`src/rtl/atm_pkg.sv`:
```
// Shared definitions for the ATM keypad credential-entry block.
// Provides key codes, the entry FSM state type, field widths and the
// credential payload carried from keypad entry to the ATM.
package atm_pkg;

    localparam int unsigned ACC_W      = 12;
    localparam int unsigned PIN_W      = 4;
    localparam int unsigned KEY_W      = 4;
    localparam int unsigned CNT_W      = 3;
    localparam int unsigned ACC_DIGITS = 4;
    localparam int unsigned MAX_ACC    = 4095;

    localparam logic [KEY_W-1:0] KEY_CLEAR  = 4'hA;
    localparam logic [KEY_W-1:0] KEY_ENTER  = 4'hB;
    localparam logic [KEY_W-1:0] KEY_CANCEL = 4'hC;

    typedef enum logic [2:0] {
        IDLE,
        ACC,
        PIN,
        WAIT,
        SESSION,
        LOCK
    } state_e;

    // Credential payload handed to the ATM.
    typedef struct packed {
        logic [ACC_W-1:0] acc;
        logic [PIN_W-1:0] pin;
    } cred_t;

    // True for decimal digit key codes 0..9.
    function automatic logic is_digit(input logic [KEY_W-1:0] k);
        return (k <= KEY_W'(9));
    endfunction

endpackage

```
`src/rtl/atm_digit_accumulator.sv`:
```
// Decimal digit accumulator: computes acc*10 + d as acc*8 + acc*2 + d.
// Ports:
//   acc_i      - current account field
//   digit_i    - incoming decimal digit (0..9)
//   next_acc_c - acc*10 + d, valid when ovf_c is low
//   ovf_c      - result would exceed MAX_ACC
module atm_digit_accumulator
    import atm_pkg::*;
(
    input  logic [ACC_W-1:0] acc_i,
    input  logic [KEY_W-1:0] digit_i,
    output logic [ACC_W-1:0] next_acc_c,
    output logic             ovf_c
);

    localparam int unsigned      SUM_W    = ACC_W + 1;
    localparam logic [ACC_W-1:0] SAFE_MAX = ACC_W'(MAX_ACC / 10);

    logic [SUM_W-1:0] times8;
    logic [SUM_W-1:0] times2;
    logic [SUM_W-1:0] sum;

    // The 13-bit sum is exact whenever acc <= 409 (409*10+9 = 4099); larger
    // accumulators overflow regardless of the digit, so they are flagged directly.
    assign times8     = {acc_i[ACC_W-4:0], 3'b000};
    assign times2     = {acc_i, 1'b0};
    assign sum        = times8 + times2 + SUM_W'(digit_i);
    assign ovf_c      = (acc_i > SAFE_MAX) || (sum > SUM_W'(MAX_ACC));
    assign next_acc_c = sum[ACC_W-1:0];

endmodule

```
`src/rtl/atm_keypad_entry.sv`:
```
// Keypad credential-entry front end for the ATM FSM.
// Collects a 12-bit account number and a single PIN digit, pulses cred_valid,
// then tracks the ATM's authentication result with fail counting, lockout,
// cancel and inactivity timeout.
// Ports:
//   clk, rst_n              - clock, async active-low reset
//   key_valid, key_code     - one-cycle keypad strobe and code
//   auth_ok, auth_fail      - authentication result pulses from the ATM
//   acc_number, pin         - entered credential fields
//   cred_valid              - one-cycle pulse, credentials complete
//   exit                    - one-cycle pulse to the ATM exit input
//   locked                  - high during lockout
//   entry_error             - one-cycle pulse on a rejected key
module atm_keypad_entry
    import atm_pkg::*;
#(
    parameter int unsigned MAX_FAILS      = 3,
    parameter int unsigned LOCK_CYCLES    = 1000,
    parameter int unsigned TIMEOUT_CYCLES = 5000
) (
    input  logic             clk,
    input  logic             rst_n,
    input  logic             key_valid,
    input  logic [KEY_W-1:0] key_code,
    input  logic             auth_ok,
    input  logic             auth_fail,
    output logic [ACC_W-1:0] acc_number,
    output logic [PIN_W-1:0] pin,
    output logic             cred_valid,
    output logic             exit,
    output logic             locked,
    output logic             entry_error
);

    localparam int unsigned FAIL_W = $clog2(MAX_FAILS + 1);
    localparam int unsigned TMR_W  = $clog2(TIMEOUT_CYCLES);
    localparam int unsigned LOCK_W = (LOCK_CYCLES > 1) ? $clog2(LOCK_CYCLES) : 1;

    localparam logic [TMR_W-1:0]  TMR_LAST  = TMR_W'(TIMEOUT_CYCLES - 1);
    localparam logic [LOCK_W-1:0] LOCK_LAST = LOCK_W'(LOCK_CYCLES - 1);
    localparam logic [FAIL_W-1:0] FAIL_MAX  = FAIL_W'(MAX_FAILS);

    state_e              state_q, state_d;
    cred_t               cred_q, cred_d;
    logic [CNT_W-1:0]    acc_cnt_q, acc_cnt_d;
    logic                pin_have_q, pin_have_d;
    logic [FAIL_W-1:0]   fail_q, fail_d;
    logic [TMR_W-1:0]    tmr_q, tmr_d;
    logic [LOCK_W-1:0]   lock_q, lock_d;
    logic                cred_valid_q, cred_valid_d;
    logic                exit_q, exit_d;
    logic                locked_q, locked_d;
    logic                entry_error_q, entry_error_d;

    logic                key_digit, key_clear, key_enter, key_cancel, key_any;
    logic [ACC_W-1:0]    acc_next_c;
    logic                acc_ovf_c;
    logic                timed, auth_evt, go_idle;

    // Key decode; codes D..F fall through as no key at all.
    assign key_digit  = key_valid && is_digit(key_code);
    assign key_clear  = key_valid && (key_code == KEY_CLEAR);
    assign key_enter  = key_valid && (key_code == KEY_ENTER);
    assign key_cancel = key_valid && (key_code == KEY_CANCEL);
    assign key_any    = key_digit || key_clear || key_enter || key_cancel;

    atm_digit_accumulator u_acc (
        .acc_i      (cred_q.acc),
        .digit_i    (key_code),
        .next_acc_c (acc_next_c),
        .ovf_c      (acc_ovf_c)
    );

    // State and datapath registers.
    always_ff @(posedge clk or negedge rst_n) begin
        if (!rst_n) begin
            state_q       <= IDLE;
            cred_q        <= '0;
            acc_cnt_q     <= '0;
            pin_have_q    <= 1'b0;
            fail_q        <= '0;
            tmr_q         <= '0;
            lock_q        <= '0;
            cred_valid_q  <= 1'b0;
            exit_q        <= 1'b0;
            locked_q      <= 1'b0;
            entry_error_q <= 1'b0;
        end else begin
            state_q       <= state_d;
            cred_q        <= cred_d;
            acc_cnt_q     <= acc_cnt_d;
            pin_have_q    <= pin_have_d;
            fail_q        <= fail_d;
            tmr_q         <= tmr_d;
            lock_q        <= lock_d;
            cred_valid_q  <= cred_valid_d;
            exit_q        <= exit_d;
            locked_q      <= locked_d;
            entry_error_q <= entry_error_d;
        end
    end

    // Next-state, datapath and output logic.
    always_comb begin
        state_d       = state_q;
        cred_d        = cred_q;
        acc_cnt_d     = acc_cnt_q;
        pin_have_d    = pin_have_q;
        fail_d        = fail_q;
        tmr_d         = tmr_q;
        lock_d        = lock_q;
        cred_valid_d  = 1'b0;
        exit_d        = 1'b0;
        entry_error_d = 1'b0;
        go_idle       = 1'b0;

        timed    = (state_q == ACC) || (state_q == PIN) || (state_q == WAIT);
        auth_evt = (state_q == WAIT) && (auth_ok || auth_fail);

        // Inactivity timer; a key in the expiry cycle wins, and an auth
        // result in WAIT takes the block out of WAIT instead.
        if (timed) begin
            if (key_any) begin
                tmr_d = '0;
            end else if ((tmr_q == TMR_LAST) && !auth_evt) begin
                exit_d  = 1'b1;
                go_idle = 1'b1;
            end else begin
                tmr_d = tmr_q + TMR_W'(1);
            end
        end

        case (state_q)
            IDLE: begin
                if (key_digit) begin
                    cred_d.acc = ACC_W'(key_code);
                    acc_cnt_d  = CNT_W'(1);
                    state_d    = ACC;
                end
            end
            ACC: begin
                if (key_digit) begin
                    if ((acc_cnt_q == CNT_W'(ACC_DIGITS)) || acc_ovf_c) begin
                        entry_error_d = 1'b1;
                    end else begin
                        cred_d.acc = acc_next_c;
                        acc_cnt_d  = acc_cnt_q + CNT_W'(1);
                    end
                end else if (key_clear) begin
                    cred_d.acc = '0;
                    acc_cnt_d  = '0;
                end else if (key_enter) begin
                    state_d = PIN;
                end else if (key_cancel) begin
                    exit_d  = 1'b1;
                    go_idle = 1'b1;
                end
            end
            PIN: begin
                if (key_digit) begin
                    if (pin_have_q) begin
                        entry_error_d = 1'b1;
                    end else begin
                        cred_d.pin = key_code;
                        pin_have_d = 1'b1;
                    end
                end else if (key_enter) begin
                    if (!pin_have_q) begin
                        entry_error_d = 1'b1;
                    end else begin
                        cred_valid_d = 1'b1;
                        state_d      = WAIT;
                    end
                end else if (key_clear) begin
                    cred_d.pin = '0;
                    pin_have_d = 1'b0;
                end else if (key_cancel) begin
                    exit_d  = 1'b1;
                    go_idle = 1'b1;
                end
            end
            WAIT: begin
                // Cancel discards any simultaneous result; fail beats ok.
                if (key_cancel) begin
                    exit_d  = 1'b1;
                    go_idle = 1'b1;
                end else if (auth_fail) begin
                    fail_d = fail_q + FAIL_W'(1);
                    if ((fail_q + FAIL_W'(1)) == FAIL_MAX) begin
                        state_d = LOCK;
                    end else begin
                        go_idle = 1'b1;
                    end
                end else if (auth_ok) begin
                    fail_d  = '0;
                    state_d = SESSION;
                end
            end
            SESSION: begin
                if (key_cancel) begin
                    exit_d  = 1'b1;
                    go_idle = 1'b1;
                end
            end
            LOCK: begin
                if (lock_q == LOCK_LAST) begin
                    fail_d  = '0;
                    state_d = IDLE;
                end else begin
                    lock_d = lock_q + LOCK_W'(1);
                end
            end
            default: begin
                state_d = IDLE;
            end
        endcase

        if (go_idle) begin
            state_d = IDLE;
        end

        // Fields are empty whenever the block rests in IDLE or LOCK.
        if ((state_d == IDLE) || (state_d == LOCK)) begin
            cred_d     = '0;
            acc_cnt_d  = '0;
            pin_have_d = 1'b0;
        end

        // Every state entry restarts the inactivity and lockout timers.
        if (state_d != state_q) begin
            tmr_d  = '0;
            lock_d = '0;
        end

        locked_d = (state_d == LOCK);
    end

    assign acc_number  = cred_q.acc;
    assign pin         = cred_q.pin;
    assign cred_valid  = cred_valid_q;
    assign exit        = exit_q;
    assign locked      = locked_q;
    assign entry_error = entry_error_q;

endmodule

```
`config.mk`:
```
export PLATFORM = sky130hd
export DESIGN_NAME = atm_keypad_entry
export DESIGN_NICKNAME = d
export VERILOG_FILES = /design/src/rtl/atm_pkg.sv /design/src/rtl/atm_digit_accumulator.sv /design/src/rtl/atm_keypad_entry.sv
export SDC_FILE = /design/constraint.sdc
export NUM_CORES = 1
export LEC_CHECK = 0
export ABC_CLOCK_PERIOD_IN_PS = 3900
export CAP_MARGIN = 20
export CORE_MARGIN = 10
export CORE_UTILIZATION = 61
export CTS_BUF_LIST = sky130_fd_sc_hd__clkbuf_8
export CTS_CLUSTER_SIZE = 28
export DETAILED_ROUTE_END_ITERATION = 10
export GPL_TIMING_DRIVEN = 0
export PLACE_DENSITY = 0.81
export SKIP_LAST_GASP = 1
export SLEW_MARGIN = 10
export SYNTH_ARGS = -nofsm -noshare
export SYNTH_HDL_FRONTEND = slang
export SYNTH_HIERARCHICAL = 1
export SYNTH_SLANG_ARGS = --single-unit
```
`constraint.sdc`:
```
create_clock -name clk -period 3.9 [get_ports clk]
set_input_delay 1.17 -clock clk [delete_from_list [all_inputs] [get_ports clk]]
set_output_delay 1.17 -clock clk [all_outputs]
set_load 0.1 [all_outputs]
```
==> run summary, run 1 <==
Antenna Cells: 0
clock transition at the registers of the reported paths: 0.10 ns
final hold viol count: 0
CTS tree: built
CP max FO: 5
register area share after synthesis: 37.0%
first-pass GRT wire length: 13700 µm
ys flop type: dfrtp_1
PwrDens: 555 nW/µm²
DR vias: 3125
Finished Layout Cells: 500
asr flop ratio synth: 100%
Netlist Area Pre-Place: 3520 µm²
min Tclk post-route: 3.91 ns
total net switching power: 0.00107 W
P&R area growth vs syn: 21.6%
Util after Layout: 77.3%
CP Capture Type: flip-flop
# placed instances: 475
initial antenna violation count: 0
vias in the first global route: 2875
post-DR wirelength/cell: 16.9 µm
Placed Area: 3930 µm²
Syn Nets: 412
post-route setup TNS: -0.0270 ns
# hold bufs at CTS: 0
clock buffers created by TritonCTS: 5
unrepaired setup endpoints after global routing: true
Final period util: 100%
synth top area cells: dfrtp_1, ha_1, nor2_1
htree depth: 2
fin. max-slew vios: 0
DRT Pass-1 Iters: 5
worst-margin pin slew: 0.999 ns
antenna-violating nets left: 0
Flop pwr share: 28.7%
number of synthesized flops with an enable pin: 0
Slew headroom: 33.2%
clk buf depth: 2
fraction of layout cells with a size suffix above 1: 17.1%
combinational group share of total power: 52.6%
vias per cell: 6.25
DRC Markers: 0
data required time of the worst path: 4.10 ns
HP Class: flip-flop to flip-flop
Synth cell types: 69
Site Rows: 27
CORE AREA: 5540 µm²
most frequent cell after synthesis: dfrtp_1
Synth Warn #: 6
Peak Freq: 0.256 GHz
Yosys reg bits: 52
Post-Route WL: 8450 µm
CTS sink cnt: 52
Switching Share: 44.9%
Initial Util: 63.6%
max-capacitance violation count: 0
Finished Cell Area: 4280 µm²
die height: 96.0 µm
CTS root buf: clkbuf_8
area leader, netlist: dfrtp_1
VDD IR max: 0.422 mV
Worst Skew: 0.0187 ns
die area: 9210 µm²
Syn Inst Count: 376
Final setup viols: 6
Final Worst Setup Slack: -0.00721 ns
crit path kind: input port to flip-flop
failing checks: setup timing
crit path launch type: input port
syn_area_per_cell: 9.36 µm²
internal power: 0.00131 W
arrival time worst endpoint: 4.11 ns
GPL Wtd Cong: 0.947
Yosys top cell area share: 37.0%
clock latency on the worst-skew pair: 0.31 ns
gr usage total: 18.4%
Hold Slack: 0.481 ns
final net count: 463
Post-synth top cells: dfrtp_1, nor2_1, ha_1
Iter 0 DRT Violations: 207
Top Ports: 29
largest net degree at the start of global routing: 37
dpl hpwl: 5940 µm
GRT Residual Overflow: 0
Port-buffer cells: 26
Die X: 96.0 µm
Clk pwr share: 18.7%
status: complete, but fails checks
Leak Pwr: 1.96 nW
[final cells by class]
type / instances / area (µm²)
multi-input cells: 292 / 2190
flip-flops and latches: 52 / 1300
fillers: 415 / 1260
repair buffers: 44 / 414
well taps: 72 / 90.1
inverters: 19 / 78.8
plain buffers: 13 / 71.3
clock buffers: 5 / 68.8
clock inverters: 3 / 68.8
[what timing repair did]
action	in CTS	in global routing
pin swaps	17	13
gates cloned	1	0
resized for setup	33	6
setup endpoints to repair	16	15
setup buffers	9	7
[power groups by stage]
stage | clock network [W] | logic [W] | registers, W
6_report | 0.000444 | 0.00125 | 0.000683
5_1_grt | 0.000473 | 0.00135 | 0.000693
4_1_cts | 0.000451 | 0.00117 | 0.000681
3_5_place_dp | 0 | 0.00107 | 0.000690
3_3_place_gp | 0 | 0.00105 | 0.000687
2_1_floorplan | 0 | 0.000641 | 0.000846
[worst max-delay path, stage by stage]
cell,delay (ns)
buf_12,0.09
inv_8,0.02
fa_1,0.52
fa_2,0.24
nor2b_2,0.05
o31a_1,0.27
or2_1,0.26
a21oi_2,0.16
mux2_4,0.33
a21oi_4,0.17
a21oi_4,0.09
o22ai_2,0.13
nand2_2,0.09
o2111a_2,0.17
buf_6,0.14
a22o_1,0.21
[worst paths after layout]
path                       slack (ns)           from  cells past startpoint            end
hold reg to reg                  0.48      fail_q[0]                      1      fail_q[0]
setup / recovery               -0.007    key_code[3]                     16  acc_number[9]
min in group asynchronous        0.78          rst_n                      1  acc_number[7]
max in group asynchronous        2.59          rst_n                      2      lock_q[3]
hold / removal                   0.48      fail_q[0]                      1      fail_q[0]
setup reg to reg                 0.44  acc_number[0]                     15  acc_number[9]
[registers in the layout, indices dropped and copies added, names as in the netlist]
register     flops
locked           1
entry_error      1
acc_cnt_q        3
exit             1
fail_q           2
pin              4
tmr_q           13
acc_number      12
pin_have_q       1
state_q          3
lock_q          10
cred_valid       1
[layer usage]
layer	GRT usage, %	wire length, µm	vias up
li1	-	-	1500
met5	0	0	-
met2	29.0	4000	106
met1	25.7	3820	1506
met4	3.81	100	0
met3	3.58	531	13
[through the flow]
stage	power [W]	setup slack, ns
after floorplan	0.00149	-0.123
after global placement	0.00173	-1.13
after detailed placement	0.00176	-1.21
after CTS	0.00231	-0.112
after global routing	0.00251	-0.162
final	0.00238	-0.00721
[kinds of logic after synthesis]
| group | share of synthesized area, % |
|---|---|
| AOI/OAI and AO/OA | 20.5 |
| xor gates and xnor gates | 4.97 |
| adders and majority gates | 10.0 |
| buffers and inverters | 4.05 |
| DFF | 37.0 |
| muxes | 2.31 |
| and+or+nand+nor | 21.2 |
[cells in the final DEF (no fill, tap or decap), types with 3 or more instances in the layout]
master | netlist | layout
a21oi_1 | 22 | 18
a21oi_2 | 3 | 5
a22o_1 | 9 | 9
a22oi_1 | 6 | 6
and2_1 | 4 | 4
and3_1 | 11 | 11
buf_2 | 3 | 6
buf_4 | 1 | 15
buf_6 | 2 | 5
clkbuf_1 | 7 | 7
clkbuf_8 | 0 | 5
clkdlybuf4s50_1 | 0 | 22
dfrtp_1 | 52 | 51
ha_1 | 25 | 23
inv_1 | 19 | 17
mux2i_1 | 7 | 7
nand2_1 | 22 | 21
nand3_1 | 13 | 13
nand4_1 | 9 | 9
nor2_1 | 35 | 34
nor2b_1 | 4 | 3
nor3_1 | 17 | 16
o21a_1 | 3 | 3
o21ai_0 | 18 | 18
o22ai_1 | 4 | 3
or3b_2 | 4 | 4
xnor2_1 | 10 | 10
xor2_1 | 10 | 10
Note: power is estimated with default switching activity, not from simulation.
==> inputs of run 2 (changes only) <==
--- a/config.mk
+++ b/config.mk
@@ -7,7 +7,6 @@
 export LEC_CHECK = 0
 export ABC_CLOCK_PERIOD_IN_PS = 3900
 export CAP_MARGIN = 20
-export CORE_MARGIN = 10
 export CORE_UTILIZATION = 61
 export CTS_BUF_LIST = sky130_fd_sc_hd__clkbuf_8
 export CTS_CLUSTER_SIZE = 28
==> run summary, run 2 (synthesis gave the netlist of run 1 again) <==
status: complete, but fails checks
failing checks: setup timing
HP Class: flip-flop to flip-flop
Worst Path Buf+Inv: 3 (unchanged)
P&R area growth vs syn: 19.7%
vias in the first global route: 2901 (+0.90%)
Final setup viols: 1 (-5)
Site Rows: 27 (unchanged)
max reg flops: 13 (unchanged)
CORE AREA: 5540 µm² (unchanged)
max incr delay on CP: 0.55 ns (+0.03 ns)
flop2flop setup slack: 0.42 ns (-0.02 ns)
CTS tree: built
final net count: 461 (-0.43%)
fraction of layout cells with a size suffix above 1: 16.4% (-0.62 points)
PwrDens: 535 nW/µm² (-3.7%)
DRT Pass-1 Iters: 4 (-1)
gr usage total: 28.3% (+9.9 points)
fin. max-slew vios: 0 (unchanged)
data required time of the worst path: 4.10 ns (about the same)
Die X: 78.0 µm (-19%)
crit path kind: input port to flip-flop
Slew headroom: 34.3% (+1.1 points)
Port-buffer cells: 26 (unchanged)
Largest Register: tmr_q
Worst Skew: 0.0118 ns (-0.00685 ns)
Finished Cell Area: 4210 µm² (-1.6%)
die area: 6080 µm² (-34%)
htree depth: 2 (unchanged)
CTS sink cnt: 52 (unchanged)
clk buf depth: 2 (unchanged)
commonest non-fill, non-tap cells in the layout: dfrtp_1, nor2_1, ha_1, clkdlybuf4s50_1, nand2_1
post-DR wirelength/cell: 16.4 µm (-2.7%)
post-route setup TNS: -0.00255 ns (+0.0244 ns)
VDD IR max: 0.445 mV (+5.4%)
Placed Area: 3930 µm² (unchanged)
vias per cell: 6.17 (-1.3%)
Top Ports: 29 (unchanged)
Final period util: 100% (-0.12 points)
worst-margin pin slew: 0.982 ns (-0.0163 ns)
largest net degree at the start of global routing: 37 (unchanged)
max-capacitance violation count: 0 (unchanged)
CTS root buf: clkbuf_8
delay-heaviest family, CP: compound AO/OA/AOI/OAI gates
crit path max-delay cell type: fa_2
initial antenna violation count: 0 (unchanged)
Placement Setup Slack: -1.19 ns (+0.0178 ns)
Util after Layout: 76.0% (-1.2 points)
Iter 0 DRT Violations: 226 (+9.2%)
first-pass GRT wire length: 13600 µm (-1.3%)
GPL Wtd Cong: 0.946 (about the same)
die height: 78.0 µm (-19%)
DRC Markers: 0 (unchanged)
Initial Util: 63.6% (unchanged)
min Tclk post-route: 3.90 ns (-0.00466 ns)
Post-Route WL: 8190 µm (-3.1%)
antenna-violating nets left: 0 (unchanged)
CP Capture Type: flip-flop
clock transition at the registers of the reported paths: 0.09 ns (about the same)
CP max FO: 5 (unchanged)
arrival time worst endpoint: 4.10 ns (about the same)
crit-path cells: buf_12 -> inv_8 -> fa_2 -> fa_2 -> nor2b_2 -> o31a_1 -> or2_1 -> a21oi_2 -> mux2_4 -> a21oi_4 -> a21oi_4 -> o22ai_2 -> nand2_2 -> o2111a_2 -> buf_6 -> a22o_1
clock buffers created by TritonCTS: 5 (unchanged)
commonest non-fill, non-tap cell in the layout: dfrtp_1
Final Worst Setup Slack: -0.00255 ns (+0.00466 ns)
Antenna Cells: 0 (unchanged)
Peak Freq: 0.256 GHz (+0.12%)
final hold viol count: 0 (unchanged)
GRT Residual Overflow: 0 (unchanged)
crit path launch type: input port
DR vias: 3073 (-1.7%)
clock latency on the worst-skew pair: 0.32 ns (about the same)
Hold Slack: 0.486 ns (+0.00473 ns)
unrepaired setup endpoints after global routing: true
dpl hpwl: 5710 µm (-3.9%)
Leak Pwr: 1.94 nW (-1.3%)
[run 2: cell types whose count changed in the layout (fill, tap and decap cells not counted), sizes merged]
cell	previous run	this run
buf	28	26
bufinv	2	1
clkinv	0	1
[run 2: worst paths after layout]
| kind | depth (start not counted) | endpoint | start |
|---|---|---|---|
| max | 16 | acc_cnt_q[1] | key_code[3] |
| min | 1 | fail_q[0] | fail_q[0] |
| max reg2reg | 15 | acc_cnt_q[1] | acc_number[2] |
| min reg2reg | 1 | fail_q[0] | fail_q[0] |
| max in group asynchronous | 2 | lock_q[1] | rst_n |
| min in group asynchronous | 1 | acc_number[5] | rst_n |
[run 2: area by class of cell]
class	instances	area, µm²
inverter	19	78.8
clock buffer	5	68.8
multi-input combinational	292	2170
clock inverter	3	38.8
timing repair buffer	42	392
sequential	52	1300
tap	72	90.1
buffer	13	71.3
fill	416	1330
[run 2: stage by stage]
| stage | std cells | power [W] |
|---|---|---|
| final | 498 | 0.00225 |
| after CTS | 491 | 0.00221 |
| after global routing | 498 | 0.00238 |
| after global placement | 474 | 0.00173 |
| after floorplan | 376 | 0.00149 |
| after detailed placement | 475 | 0.00176 |
[run 2: worst register-to-register path: stages, from the launching register on]
cell      delay [ns]
dfrtp_1         0.44
inv_1           0.09
fa_2            0.57
fa_2            0.23
nor2b_2         0.05
o31a_1          0.27
or2_1           0.25
a21oi_2         0.15
mux2_4          0.33
a21oi_4         0.17
a21oi_4         0.09
o22ai_2         0.12
nand2_2         0.09
o2111a_2        0.16
buf_6           0.14
a22o_1          0.22
[run 2: power by group]
part / total (W) / internal, W / switching [W]
logic: 0.00120 / 0.000420 / 0.000783
registers: 0.000684 / 0.000607 / 0.0000775
clock network: 0.000366 / 0.000188 / 0.000178
total: 0.00225 / 0.00121 / 0.00104
[run 2: timing repair]
action / CTS / global route
buffers inserted: 7 / 7
cloned: 1 / 0
pin swaps: 17 / 9
endpoints found under the setup margin: 16 / 15
hold buffers: 0 / 0
gates resized for setup: 29 / 5
[run 2: layer usage]
layer,GRT usage [%],up-vias,share of wire (%)
met5,0,-,0
met4,7.41,0,1.2
met3,4.35,9,3.7
met2,47.3,72,48
met1,38.4,1501,47
li1,-,1491,-
==> inputs of run 3 (changes only) <==
--- a/config.mk
+++ b/config.mk
@@ -9,10 +9,11 @@
 export CAP_MARGIN = 20
 export CORE_UTILIZATION = 61
 export CTS_BUF_LIST = sky130_fd_sc_hd__clkbuf_8
+export CTS_CLUSTER_DIAMETER = 200
 export CTS_CLUSTER_SIZE = 28
 export DETAILED_ROUTE_END_ITERATION = 10
 export GPL_TIMING_DRIVEN = 0
-export PLACE_DENSITY = 0.81
+export PLACE_DENSITY = 0.93
 export SKIP_LAST_GASP = 1
 export SLEW_MARGIN = 10
 export SYNTH_ARGS = -nofsm -noshare
==> run summary, run 3 (synthesis gave the netlist of run 1 again) <==
R2R Path Start: acc_number[2]
CTS tree: built
M3 GR Usage: 4.71% (+0.35 points)
Antenna Cells: 0 (unchanged)
Worst Skew: 0.0204 ns (+0.00863 ns)
crit path kind: input port to flip-flop
Final setup viols: 1 (unchanged)
crit path launch type: input port
dpl hpwl: 5990 µm (+4.9%)
largest net degree at the start of global routing: 37 (unchanged)
r2r worst-path depth: 15 (unchanged)
hold wc startpoint: fail_q[0]
worst-margin pin slew: 0.972 ns (-0.0104 ns)
Top Ports: 29 (unchanged)
grt met2 use: 51.2% (+3.8 points)
final hold viol count: 0 (unchanged)
clk buf depth: 2 (unchanged)
Largest Register: tmr_q
clock transition at the registers of the reported paths: 0.10 ns (about the same)
Peak Freq: 0.256 GHz (-0.26%)
GRT Residual Overflow: 0 (unchanged)
met1 GRT Util: 39.4% (+1.0 points)
P&R area growth vs syn: 19.3%
commonest non-fill, non-tap cell in the layout: dfrtp_1
unrepaired setup endpoints after global routing: true
Hold EP: fail_q[0]
Post-Route WL: 8680 µm (+6.0%)
post-DR wirelength/cell: 17.4 µm (+6.0%)
fill count: 376 (-9.6%)
Site Rows: 27 (unchanged)
CORE AREA: 5540 µm² (unchanged)
Initial Util: 63.6% (unchanged)
antenna-violating nets left: 0 (unchanged)
CTS sink cnt: 52 (unchanged)
initial antenna violation count: 0 (unchanged)
Final Worst Setup Slack: -0.0125 ns (-0.00999 ns)
Die X: 78.0 µm (unchanged)
vias in the first global route: 3210 (+11%)
flop2flop setup slack: 0.39 ns (-0.03 ns)
commonest non-fill, non-tap cells in the layout: dfrtp_1, nor2_1, ha_1, clkdlybuf4s50_1, nand2_1
Finished Cell Area: 4200 µm² (-0.33%)
htree depth: 2 (unchanged)
failing checks: setup timing
status: complete, but fails checks
max reg flops: 13 (unchanged)
vias per cell: 6.49 (+5.2%)
first-pass GRT wire length: 14700 µm (+8.1%)
worst flop-to-flop path endpoint: acc_cnt_q[1]
DRC Markers: 0 (unchanged)
fin. max-slew vios: 0 (unchanged)
Placed Area: 3930 µm² (unchanged)
Leak Pwr: 1.92 nW (-0.77%)
min Tclk post-route: 3.91 ns (+0.00999 ns)
PwrDens: 526 nW/µm² (-1.6%)
CTS root buf: clkbuf_8
fraction of layout cells with a size suffix above 1: 16.7% (+0.23 points)
max-capacitance violation count: 0 (unchanged)
die area: 6080 µm² (unchanged)
HP Class: flip-flop to flip-flop
Hold Path Stages: 1 (unchanged)
DRT Pass-1 Iters: 6 (+2)
clock latency on the worst-skew pair: 0.32 ns (about the same)
CP Capture Type: flip-flop
data required time of the worst path: 4.10 ns (about the same)
arrival time worst endpoint: 4.12 ns (+0.02 ns)
final net count: 461 (unchanged)
FF/Latch Area: 1300 µm² (unchanged)
CP max FO: 5 (unchanged)
GPL Wtd Cong: 0.960 (+1.5%)
die height: 78.0 µm (unchanged)
VDD IR max: 0.432 mV (-2.9%)
DR vias: 3233 (+5.2%)
Port-buffer cells: 26 (unchanged)
gr usage total: 30.6% (+2.3 points)
Iter 0 DRT Violations: 215 (-4.9%)
clock buffers created by TritonCTS: 5 (unchanged)
Slew headroom: 35.0% (+0.69 points)
Final period util: 100% (+0.26 points)
Placement Setup Slack: -1.22 ns (-0.0292 ns)
GR peak layer: met2
multi-input combinational cell area: 2170 µm² (unchanged)
-- run 3: power breakdown --
| group | total (W) | internal, W | switching, W |
|---|---|---|---|
| clock | 0.000327 | 0.000131 | 0.000195 |
| sequential | 0.000688 | 0.000607 | 0.0000810 |
| combinational | 0.00120 | 0.000414 | 0.000781 |
-- run 3: cell type report --
class / count / share of cell area, %
Multi-Input combinational cell: 292 / 51.7
Sequential cell: 52 / 31.0
Timing Repair Buffer: 42 / 9.33
Tap cell: 72 / 2.15
Inverter: 19 / 1.88
Buffer: 13 / 1.70
Clock buffer: 5 / 1.64
Clock inverter: 3 / 0.596
-- run 3: routing by layer --
layer,up-vias,wire (µm)
met5,-,0
met4,0,246
met3,28,590
met2,153,4180
met1,1555,3660
li1,1497,-
-- run 3: what timing repair did --
item                                    CTS  global route
setup buffers                            10             4
gates cloned                              1             0
gates resized for setup                  29             5
pin swaps                                18             9
hold buffers                              0             0
endpoints found under the setup margin   16            16
-- run 3: stage by stage --
stage	instances	hold WS [ns]	total power (W)	util (%)	TNS [ns]
after floorplan	376	0.451	0.00149	-	-1.17
after global placement	474	0.458	0.00172	70.6	-18.53
after detailed placement	475	0.489	0.00176	70.8	-20.09
after CTS	494	0.502	0.00217	75.1	-1.19
after global routing	498	0.538	0.00233	75.8	-1.02
final	498	0.489	0.00221	75.8	-0.0125
-- run 3: worst max-delay path, stage by stage --
cell and delay (ns):
buf_12 0.08, inv_8 0.02, fa_2 0.55, fa_2 0.22, nor2b_2 0.05, o31a_1 0.26, or2_1 0.25, a21oi_2 0.16
mux2_4 0.33, a21oi_4 0.16, a21oi_4 0.09, o22ai_2 0.15, nand2_2 0.09, o2111a_2 0.17, buf_6 0.14, a22o_1 0.22
-- run 3: worst max-delay path by stage --
stage,to,cells past startpoint,startpoint,slack [ns]
floorplan,acc_number[4],15,key_code[3],-0.12
global placement,acc_number[9],16,key_code[3],-1.15
detailed placement,acc_number[4],16,key_code[3],-1.22
CTS,acc_number[4],16,key_code[3],-0.12
global route,acc_cnt_q[1],16,key_code[3],-0.12
finish,acc_cnt_q[1],16,key_code[3],-0.01
